**config.mk**
```make
export PLATFORM = sky130hd
export DESIGN_NAME = tx_ctrl_seq
export DESIGN_NICKNAME = d
export VERILOG_FILES = /design/src/rtl/tx_ctrl_seq.sv
export SDC_FILE = /design/constraint.sdc
export NUM_CORES = 1
export LEC_CHECK = 0
export ABC_AREA = 1
export CORE_MARGIN = 3
export CORE_UTILIZATION = 53
export DETAILED_ROUTE_END_ITERATION = 7
export PLACE_DENSITY = 0.86
export SLEW_MARGIN = 10
export SYNTH_ARGS = -nofsm -noshare
export SYNTH_HDL_FRONTEND = slang
export SYNTH_SLANG_ARGS = --single-unit
```
**constraint.sdc**
```tcl
create_clock -name CLK -period 4.4 [get_ports CLK]
set_input_delay 1.1 -clock CLK [delete_from_list [all_inputs] [get_ports CLK]]
set_output_delay 1.1 -clock CLK [all_outputs]
set_load 0.02 [all_outputs]
```
**src/rtl/tx_ctrl_seq.sv**
```systemverilog
// Serialises register-file bytes and multi-byte ALU results onto a UART with a
// one-entry pending slot; excess requests are dropped and counted.
module tx_ctrl_seq #(
  parameter int DATA_WIDTH    = 8,
  parameter int ALU_OUT_WIDTH = 16,
  parameter int MSB_FIRST     = 0
) (
  input  logic                     CLK,
  input  logic                     RST,
  input  logic                     Rd_D_Vld,
  input  logic [DATA_WIDTH-1:0]    Rd_Data,
  input  logic                     ALU_OUT_Valid,
  input  logic [ALU_OUT_WIDTH-1:0] ALU_OUT,
  input  logic                     TX_Busy,
  output logic [DATA_WIDTH-1:0]    TX_Data,
  output logic                     TX_Valid,
  output logic                     Ctrl_Busy,
  output logic                     Overrun,
  output logic [7:0]               Drop_Cnt
);

  localparam int DW = DATA_WIDTH;
  localparam int AW = ALU_OUT_WIDTH;
  localparam int NB = AW / DW;
  localparam int CW = $clog2(NB + 1);

  typedef enum logic [1:0] {IDLE, PRESENT, HOLD} state_t;

  state_t        state, state_nxt;
  logic [AW-1:0] frm_buf;
  logic [CW-1:0] frm_rem;
  logic          pend_vld, pend_alu;
  logic [AW-1:0] pend_dat;

  logic          start_pend, start_rd, start_alu, ld, advance;
  logic [AW-1:0] ld_word, next_buf;
  logic [CW-1:0] ld_cnt;
  logic          rd_left, alu_left, slot_free, slot_wr, slot_wr_alu;
  logic [AW-1:0] slot_wr_dat;
  logic [1:0]    n_drop;
  logic [8:0]    drop_sum;

  // Frame buffer always shifts right, so MSB-first frames are byte-reversed on load.
  function automatic logic [AW-1:0] order_bytes(input logic [AW-1:0] w);
    logic [AW-1:0] r;
    r = w;
    if (MSB_FIRST != 0)
      for (int k = 0; k < NB; k++) r[k*DW +: DW] = w[(NB-1-k)*DW +: DW];
    return r;
  endfunction

  always_comb begin
    state_nxt  = state;
    start_pend = 1'b0;
    start_rd   = 1'b0;
    start_alu  = 1'b0;
    advance    = 1'b0;
    ld_word    = '0;
    ld_cnt     = '0;
    case (state)
      IDLE: begin
        if (!TX_Busy) begin
          if (pend_vld) begin
            start_pend = 1'b1;
            ld_word    = pend_alu ? order_bytes(pend_dat) : pend_dat;
            ld_cnt     = pend_alu ? CW'(NB) : CW'(1);
            state_nxt  = PRESENT;
          end else if (Rd_D_Vld) begin
            start_rd  = 1'b1;
            ld_word   = AW'(Rd_Data);
            ld_cnt    = CW'(1);
            state_nxt = PRESENT;
          end else if (ALU_OUT_Valid) begin
            start_alu = 1'b1;
            ld_word   = order_bytes(ALU_OUT);
            ld_cnt    = CW'(NB);
            state_nxt = PRESENT;
          end
        end
      end
      PRESENT: if (TX_Busy) state_nxt = HOLD;
      HOLD: begin
        if (!TX_Busy) begin
          if (frm_rem > CW'(1)) begin
            advance   = 1'b1;
            state_nxt = PRESENT;
          end else begin
            state_nxt = IDLE;
          end
        end
      end
      default: state_nxt = IDLE;
    endcase

    // A slot being drained this cycle may be refilled in the same cycle.
    ld          = start_pend | start_rd | start_alu;
    next_buf    = frm_buf >> DW;
    rd_left     = Rd_D_Vld && !start_rd;
    alu_left    = ALU_OUT_Valid && !start_alu;
    slot_free   = !pend_vld || start_pend;
    slot_wr     = slot_free && (rd_left || alu_left);
    slot_wr_alu = !rd_left;
    slot_wr_dat = rd_left ? AW'(Rd_Data) : ALU_OUT;
    n_drop      = {1'b0, rd_left} + {1'b0, alu_left} - {1'b0, slot_wr};
    drop_sum    = {1'b0, Drop_Cnt} + {7'b0, n_drop};
  end

  always_ff @(posedge CLK or negedge RST) begin
    if (!RST) begin
      state    <= IDLE;
      frm_buf  <= '0;
      frm_rem  <= '0;
      pend_vld <= 1'b0;
      pend_alu <= 1'b0;
      pend_dat <= '0;
      TX_Data  <= '0;
      TX_Valid <= 1'b0;
      Overrun  <= 1'b0;
      Drop_Cnt <= '0;
    end else begin
      state    <= state_nxt;
      Overrun  <= (n_drop != 2'd0);
      Drop_Cnt <= drop_sum[8] ? 8'hFF : drop_sum[7:0];
      if (ld) begin
        frm_buf  <= ld_word;
        frm_rem  <= ld_cnt;
        TX_Data  <= ld_word[DW-1:0];
        TX_Valid <= 1'b1;
      end else if (advance) begin
        frm_buf  <= next_buf;
        frm_rem  <= frm_rem - CW'(1);
        TX_Data  <= next_buf[DW-1:0];
        TX_Valid <= 1'b1;
      end else if (state == PRESENT && TX_Busy) begin
        TX_Valid <= 1'b0;
      end
      if (slot_wr) begin
        pend_vld <= 1'b1;
        pend_alu <= slot_wr_alu;
        pend_dat <= slot_wr_dat;
      end else if (start_pend) begin
        pend_vld <= 1'b0;
      end
    end
  end

  assign Ctrl_Busy = (state != IDLE) || pend_vld;

endmodule

```
==> impl_metrics.prom, run 1 <==
# TYPE chip_impl_metric gauge
chip_impl_metric{name="max-slew-margin-rel",unit=""} 0.295
chip_impl_metric{name="postCtsResizedCells",unit=""} 0
chip_impl_metric{name="wl_per_cell",unit="um"} 14.2
chip_impl_info{name="path_class",value="input port to flop"} 1
chip_impl_metric{name="htree_levels",unit=""} 2
chip_impl_info{name="tritoncts_clock_tree",value="done"} 1
chip_impl_metric{name="dieWidth",unit="um"} 78.1
chip_impl_metric{name="cp.required",unit="ps"} 4580
chip_impl_info{name="critical-path-slowest-cell",value="sky130_fd_sc_hd__clkdlybuf4s50_1"} 1
chip_impl_metric{name="fp.dieH",unit="um"} 78.1
chip_impl_metric{name="post-route-period-util",unit=""} 0.915
chip_impl_metric{name="insertedDiodeCount",unit=""} 0
chip_impl_metric{name="clock_insertion_delay_worst_skew",unit="ps"} 300
chip_impl_metric{name="worstPathMaxFanout",unit=""} 19
chip_impl_metric{name="wl",unit="mm"} 6.75
chip_impl_metric{name="timing.max_cap.violations",unit=""} 0
chip_impl_info{name="setup.worst_path.start_class",value="input port"} 1
chip_impl_metric{name="nFillCells",unit=""} 418
chip_impl_metric{name="fmax_achieved",unit="MHz"} 249
chip_impl_metric{name="antenna_found_initial",unit=""} 0
chip_impl_info{name="mostFrequentLayoutCells",value="sky130_fd_sc_hd__nand2_1 (115), sky130_fd_sc_hd__nand3_1 (49), sky130_fd_sc_hd__dfrtp_1 (48)"} 1
chip_impl_metric{name="port_buffers",unit=""} 47
chip_impl_metric{name="avgSynthCellArea",unit="um^2"} 7.47
chip_impl_metric{name="grtUsageTotal",unit=""} 0.235
chip_impl_metric{name="grt_remaining_overflow",unit=""} 0
chip_impl_metric{name="grt_first_pass_wirelength",unit="mm"} 11.6
chip_impl_metric{name="area.growth.synth_to_final",unit="%"} 19.6
chip_impl_metric{name="worst_r2r_path_depth",unit=""} 16
chip_impl_metric{name="timing.critical_path.slowest_cell_delay",unit="ps"} 520
chip_impl_info{name="layout.cells.most_common",value="sky130_fd_sc_hd__nand2_1"} 1
chip_impl_metric{name="setup_violations",unit=""} 0
chip_impl_metric{name="num_ports",unit=""} 48
chip_impl_metric{name="post-cts-setup-buffers",unit=""} 0
chip_impl_metric{name="detailed_place_hpwl",unit="mm"} 4.66
chip_impl_metric{name="dr_total_vias",unit=""} 2623
chip_impl_metric{name="ir_worst_vdd",unit="mV"} 0.461
chip_impl_metric{name="power_density",unit="mW/mm^2"} 658
chip_impl_metric{name="core_area",unit="mm^2"} 0.00488
chip_impl_metric{name="depth_of_the_critical_timing_path_with_buffers_and_inverters_included",unit=""} 17
chip_impl_metric{name="first_global_vias",unit=""} 2596
chip_impl_metric{name="worst_pin_slew",unit="ps"} 1060
chip_impl_metric{name="synthesis.instances",unit=""} 369
chip_impl_metric{name="path_clk_slew",unit="ps"} 90
chip_impl_metric{name="totalNegativeSetupSlack",unit="ps"} 0
chip_impl_metric{name="clock_path_buffers",unit=""} 2
chip_impl_metric{name="fin_crit",unit="ps"} 4020
chip_impl_info{name="min-delay-path-class",value="flop to flop"} 1
chip_impl_metric{name="detailedRoute.firstPassIterationCount",unit=""} 7
chip_impl_metric{name="path_buf_inv",unit=""} 5
chip_impl_metric{name="timing_max_transition_violations_final",unit=""} 0
chip_impl_metric{name="die_area",unit="mm^2"} 0.00610
chip_impl_metric{name="clkSinkCount",unit=""} 48
chip_impl_metric{name="synth_fp_nets",unit=""} 404
chip_impl_metric{name="ys_types",unit=""} 32
chip_impl_metric{name="finalNetCount",unit=""} 441
chip_impl_metric{name="critPathArrivalTime",unit="ps"} 4200
chip_impl_metric{name="cts_hold_repair.buffers",unit=""} 0
chip_impl_info{name="rsz0062_at_grt",value="false"} 1
chip_impl_metric{name="leakage",unit="nW"} 1.64
chip_impl_metric{name="worst_hold_slack",unit="ps"} 476
chip_impl_metric{name="std_cell_rows",unit=""} 25
chip_impl_metric{name="gp_congestion",unit=""} 0.867
chip_impl_metric{name="num_cts_buffers",unit=""} 5
chip_impl_metric{name="fin_worst_skew",unit="ps"} 8.35
chip_impl_info{name="setup.worst_path.end_class",value="flop"} 1
chip_impl_metric{name="yosys_register_bits",unit=""} 48
chip_impl_metric{name="report.final.hold_viol_count",unit=""} 0
chip_impl_metric{name="initial_cell_density_of_the_core",unit=""} 0.565
chip_impl_info{name="crit_chain",value="clkdlybuf4s50_1, nor2_4, inv_2, o21ai_4, nand2_4, nand2_8, inv_1, ha_1, inv_1, ha_1, ha_1, fa_1, nand2_1, inv_1, and3_1, nand2_1, o21ai_0"} 1
chip_impl_metric{name="antenna_left",unit=""} 0
chip_impl_info{name="clock-root-buffer",value="sky130_fd_sc_hd__clkbuf_8"} 1
chip_impl_metric{name="routed_via_density",unit=""} 5.53
chip_impl_metric{name="ys_warn_count",unit=""} 0
chip_impl_metric{name="mappedNetlistArea",unit="mm^2"} 0.00276
chip_impl_info{name="critical-path-top-delay-family",value="adder cells"} 1
chip_impl_metric{name="drive_gt1_frac",unit=""} 0.0713
chip_impl_info{name="status",value="complete, no violations"} 1
chip_impl_metric{name="drt_drc_violations_left",unit=""} 0
chip_impl_metric{name="synth_seq_area_share",unit=""} 0.436
chip_impl_metric{name="drt-initial-drc-count",unit=""} 208
chip_impl_metric{name="hold-path-cell-count",unit=""} 2
chip_impl_metric{name="grt_start_max_net_pins",unit=""} 49
-- sequential cells by signal, summed over array words and instances (netlist names) --
signal	flops
frm_buf	9
state	2
pend_vld	1
pend_alu	1
TX_Valid	1
Overrun	1
frm_rem	2
TX_Data	7
Drop_Cnt	8
pend_dat	16
-- report_power, final --
part           switching (W)  internal, W  total, W
sequential          0.000159     0.000637  0.000797
clock               0.000155     0.000129  0.000284
combinational       0.000654     0.000435   0.00109
total               0.000968      0.00120   0.00217
-- path summary, 6_finish.rpt --
check                             start           end  slack (ps)
min in group asynchronous           RST   pend_dat[1]         980
setup reg to reg               pend_vld   Drop_Cnt[2]         740
hold / removal             pend_dat[12]  pend_dat[12]         480
max in group asynchronous           RST    frm_buf[7]        2770
hold reg to reg            pend_dat[12]  pend_dat[12]         480
setup / recovery               Rd_D_Vld   Drop_Cnt[2]         380
-- cell usage after synthesis --
cell type	instances	area share
sky130_fd_sc_hd__inv_1	26	0.035
sky130_fd_sc_hd__nor2_2	1	0.0023
sky130_fd_sc_hd__nand3b_1	1	0.0027
sky130_fd_sc_hd__nand3_4	1	0.0064
sky130_fd_sc_hd__xor2_1	1	0.0032
sky130_fd_sc_hd__nor2_4	1	0.0041
sky130_fd_sc_hd__o21ai_4	1	0.0059
sky130_fd_sc_hd__nand4_1	3	0.0068
sky130_fd_sc_hd__clkbuf_2	1	0.0018
sky130_fd_sc_hd__inv_2	3	0.0041
sky130_fd_sc_hd__clkbuf_1	4	0.0054
sky130_fd_sc_hd__or2_2	2	0.0045
sky130_fd_sc_hd__buf_8	1	0.0054
sky130_fd_sc_hd__buf_4	11	0.030
sky130_fd_sc_hd__fa_1	1	0.0073
sky130_fd_sc_hd__nand2_2	1	0.0023
sky130_fd_sc_hd__o21ai_0	23	0.042
sky130_fd_sc_hd__clkinv_1	1	0.0014
sky130_fd_sc_hd__ha_1	5	0.023
sky130_fd_sc_hd__buf_6	1	0.0041
sky130_fd_sc_hd__a21oi_1	25	0.045
sky130_fd_sc_hd__nand2_4	2	0.0082
sky130_fd_sc_hd__nor2_1	29	0.039
sky130_fd_sc_hd__nand3_1	49	0.089
sky130_fd_sc_hd__nand2_8	1	0.0073
sky130_fd_sc_hd__and3_1	1	0.0023
sky130_fd_sc_hd__buf_2	5	0.0091
sky130_fd_sc_hd__nand2_1	115	0.16
sky130_fd_sc_hd__o31ai_1	1	0.0027
sky130_fd_sc_hd__nor3_1	3	0.0054
sky130_fd_sc_hd__buf_1	1	0.0014
sky130_fd_sc_hd__dfrtp_1	48	0.44
-- metrics by stage --
step	setup slack (ps)	cell area [um^2]	std cells	total power, W	util
finish	376	3300	474	0.00217	0.676
global route	106	3300	474	0.00235	0.676
CTS	361	3300	474	0.00217	0.676
detailed placement	65.7	3200	466	0.00189	0.656
global placement	181	3200	466	0.00183	0.656
floorplan	621	2760	369	0.00156	-
-- per-layer routing --
layer	track usage	share of wire
met3	0.0413	0.068
met5	0	0
met2	0.401	0.50
met4	0.0892	0.028
met1	0.297	0.41
-- cell type report --
type | instances | area [um^2] | area share
clock buffers | 6 | 82.6 | 0.0250
clock inverters | 2 | 13.8 | 0.00417
inverters | 30 | 113 | 0.0342
multi-input cells | 267 | 1280 | 0.390
flip-flops and latches | 48 | 1200 | 0.364
well taps | 67 | 83.8 | 0.0254
repair buffers | 54 | 518 | 0.157
-- cell families (layout without fill, tap and decap cells) --
family / after synthesis / in the layout / share of synthesized area
xor gates and xnor gates: 1 / 1 / 0.00318
AOI/OAI and AO/OA: 50 / 50 / 0.0958
buffers and inverters: 54 / 92 / 0.0980
adders and majority gates: 6 / 6 / 0.0300
DFF: 48 / 48 / 0.436
and+or+nand+nor: 210 / 210 / 0.337
-- worst min-delay path, delay by kind of cell, from the launching register on --
family           cells  cell delay (ps)
flip-flops           1              350
AND/OR/NAND/NOR      2               90
No activity file was read; power rests on OpenSTA's default activity.
==> inputs of run 2 (changes only) <==
--- a/config.mk
+++ b/config.mk
@@ -14,3 +14,4 @@
 export SYNTH_ARGS = -nofsm -noshare
 export SYNTH_HDL_FRONTEND = slang
 export SYNTH_SLANG_ARGS = --single-unit
+export TNS_END_PERCENT = 100
==> results of run 2 <==
The final DEF is identical to that of run 1; final timing and power are the same.
==> RTL edit (config.mk and constraints of run 2) <==
`ALU_OUT_WIDTH`: 16 -> 32.
--- a/src/rtl/tx_ctrl_seq.sv
+++ b/src/rtl/tx_ctrl_seq.sv
@@ -4,3 +4,3 @@
   parameter int DATA_WIDTH    = 8,
-  parameter int ALU_OUT_WIDTH = 16,
+  parameter int ALU_OUT_WIDTH = 32,
   parameter int MSB_FIRST     = 0
Interface: changed (resized ALU_OUT); port bits go from 48 to 64. No check against the original RTL was run, so the function may have changed too.
==> RTL edit against run 2 <==
  * Count of clock-buffer cells in the layout is 3 higher
  * Wire length is 64% higher
  * Sequential power increased by 58%
  * Area after synthesis is 58% higher
  * Design area grew 58%
  * Sequential cell count increased by 33
  * First-iteration DRC count up 49%
  * Total power rose by 57%
  * Setup slack improved by 0.056 ns
  * Critical endpoint is now Drop_Cnt[5]
==> RTL edit: results (changes against run 2) <==
* Diodes inserted: 0 (unchanged)
* Post-DP Area: 4970 um2 (+55%)
* CTS Buf Count: 9 (+4)
- Cell chosen for the clock root: sky130_fd_sc_hd__clkbuf_8
* Share of final-layout standard cells stronger than drive strength 1: 0.0731 (+0.00188)
- The number of synthesized register bits was 81 (+69%).
- Total routing resource utilization after global routing: 0.244 (+0.00923)
* Leading post-synthesis cells by instance count: sky130_fd_sc_hd__nand2_1, sky130_fd_sc_hd__nand3_1, sky130_fd_sc_hd__dfrtp_1, sky130_fd_sc_hd__inv_1, sky130_fd_sc_hd__nand4_1
- The maximum clock skew at final layout came to 0.00509 ns (-0.00326 ns).
* Fillcell total: 660 (+58%)
- The global placement routability congestion is 0.930 (+7.3%).
- The largest driver fanout on the critical path is 17 (-2).
- Clock latency at the later pin of the worst-skew pair: 0.36 ns (+0.06 ns)
- The number of instances in the placed design came to 715 (+53%).
- The detailed placement HPWL is 7470 um (+60%).
- Count of input and output buffers: 63 (+34%)
- The flow ran to the end, and the final reports show no timing, DRC or antenna violations.
* Part of the Yosys area used for sequential elements: 0.466 (+0.0301)
- The routed wirelength normalized by instance count is 15.2 um (+6.6%).
* Synthesized net count: 631 (+56%)
* Largest net degree at the start of global routing: 82 (+67%)
* Filler-free cell count of the finished design: 731 (+54%)
- Vias in the first global route: 4121 (+59%)
* Registers with the most flip-flops: pend_dat x32, frm_buf x25, Drop_Cnt x8
- The detailed-route via count was 4232 (+61%).
- Average instance area after synthesis: 7.51 um2 (+0.59%)
* Post-Route Setup TNS: 0 ns (unchanged)
- The distinct cell type count after synthesis came to 28 (-13%).
- The number of H-tree branching levels came to 3 (+1).
- Pin slew with the least headroom to its limit: 1.03 ns (-0.0298 ns)
- Post-placement worst setup slack: 0.0822 ns (+0.0164 ns)
- The iteration-0 DRC count of the detailed router was 310 (+49%).
- The static leakage power came to 2.63 nW (+60%).
- The wire length of the first global-routing pass came to 18900 um (+63%).
- Synth top area cells: sky130_fd_sc_hd__dfrtp_1, sky130_fd_sc_hd__nand2_1, sky130_fd_sc_hd__nand3_1
* Top flip-flop cell by instance count after synthesis: sky130_fd_sc_hd__dfrtp_1
- The worst voltage drop across the vdd grid was 0.395 mV (-14%).
[RTL edit: cell types whose count changed in the layout (fill, tap and decap cells not counted), sizes merged, moves of 2 or more]
cell / delta
nand3: +45
clkbuf: +3
nand2: +103
a21oi: -20
or2: +2
nor2: -8
clkdlybuf4s50: +16
dfrtp: +33
inv: +16
nand4: +22
bufinv: +3
o21ai: +6
[RTL edit: layer usage]
layer / up-vias / global-route usage / part of all wire
met1: 1998 / 0.329 / 0.42
met5: - / 0 / 0
met4: 0 / 0.118 / 0.035
met3: 44 / 0.0483 / 0.089
met2: 237 / 0.378 / 0.46
li1: 1953 / - / -
[RTL edit: path summary, 6_finish.rpt]
path                                to  slack (ns)  cells past startpoint        start
max                        Drop_Cnt[5]        0.43                     16      TX_Busy
min                        pend_dat[1]        0.48                      2  pend_dat[1]
max reg2reg                Drop_Cnt[5]        0.77                     15     pend_vld
min reg2reg                pend_dat[1]        0.48                      2  pend_dat[1]
max in group asynchronous  frm_buf[31]        2.85                      1          RST
min in group asynchronous   TX_Data[6]        0.90                      1          RST
[RTL edit: power by group through the flow]
stage                     clock network (mW)  logic, mW  registers, mW
after floorplan                            0       1.02           1.27
after global placement                     0       1.41           1.25
after detailed placement                   0       1.46           1.26
after CTS                              0.681       1.48           1.25
after global routing                   0.710       1.66           1.30
final                                  0.674       1.48           1.26
[RTL edit: area by class of cell]
class,count,share of cell area
Tap cell,102,0.0245
Sequential cell,81,0.389
Inverter,44,0.0317
Clock inverter,7,0.0242
Timing Repair Buffer,70,0.130
Clock buffer,9,0.0237
Multi-Input combinational cell,418,0.377
[RTL edit: cell families after synthesis]
family,after synthesis,synth area share
and+or+nand+nor,372,0.382
xor gates and xnor gates,2,0.00403
AOI/OAI and AO/OA,37,0.0443
buffers and inverters,80,0.0823
DFF,81,0.466
adders and majority gates,7,0.0219
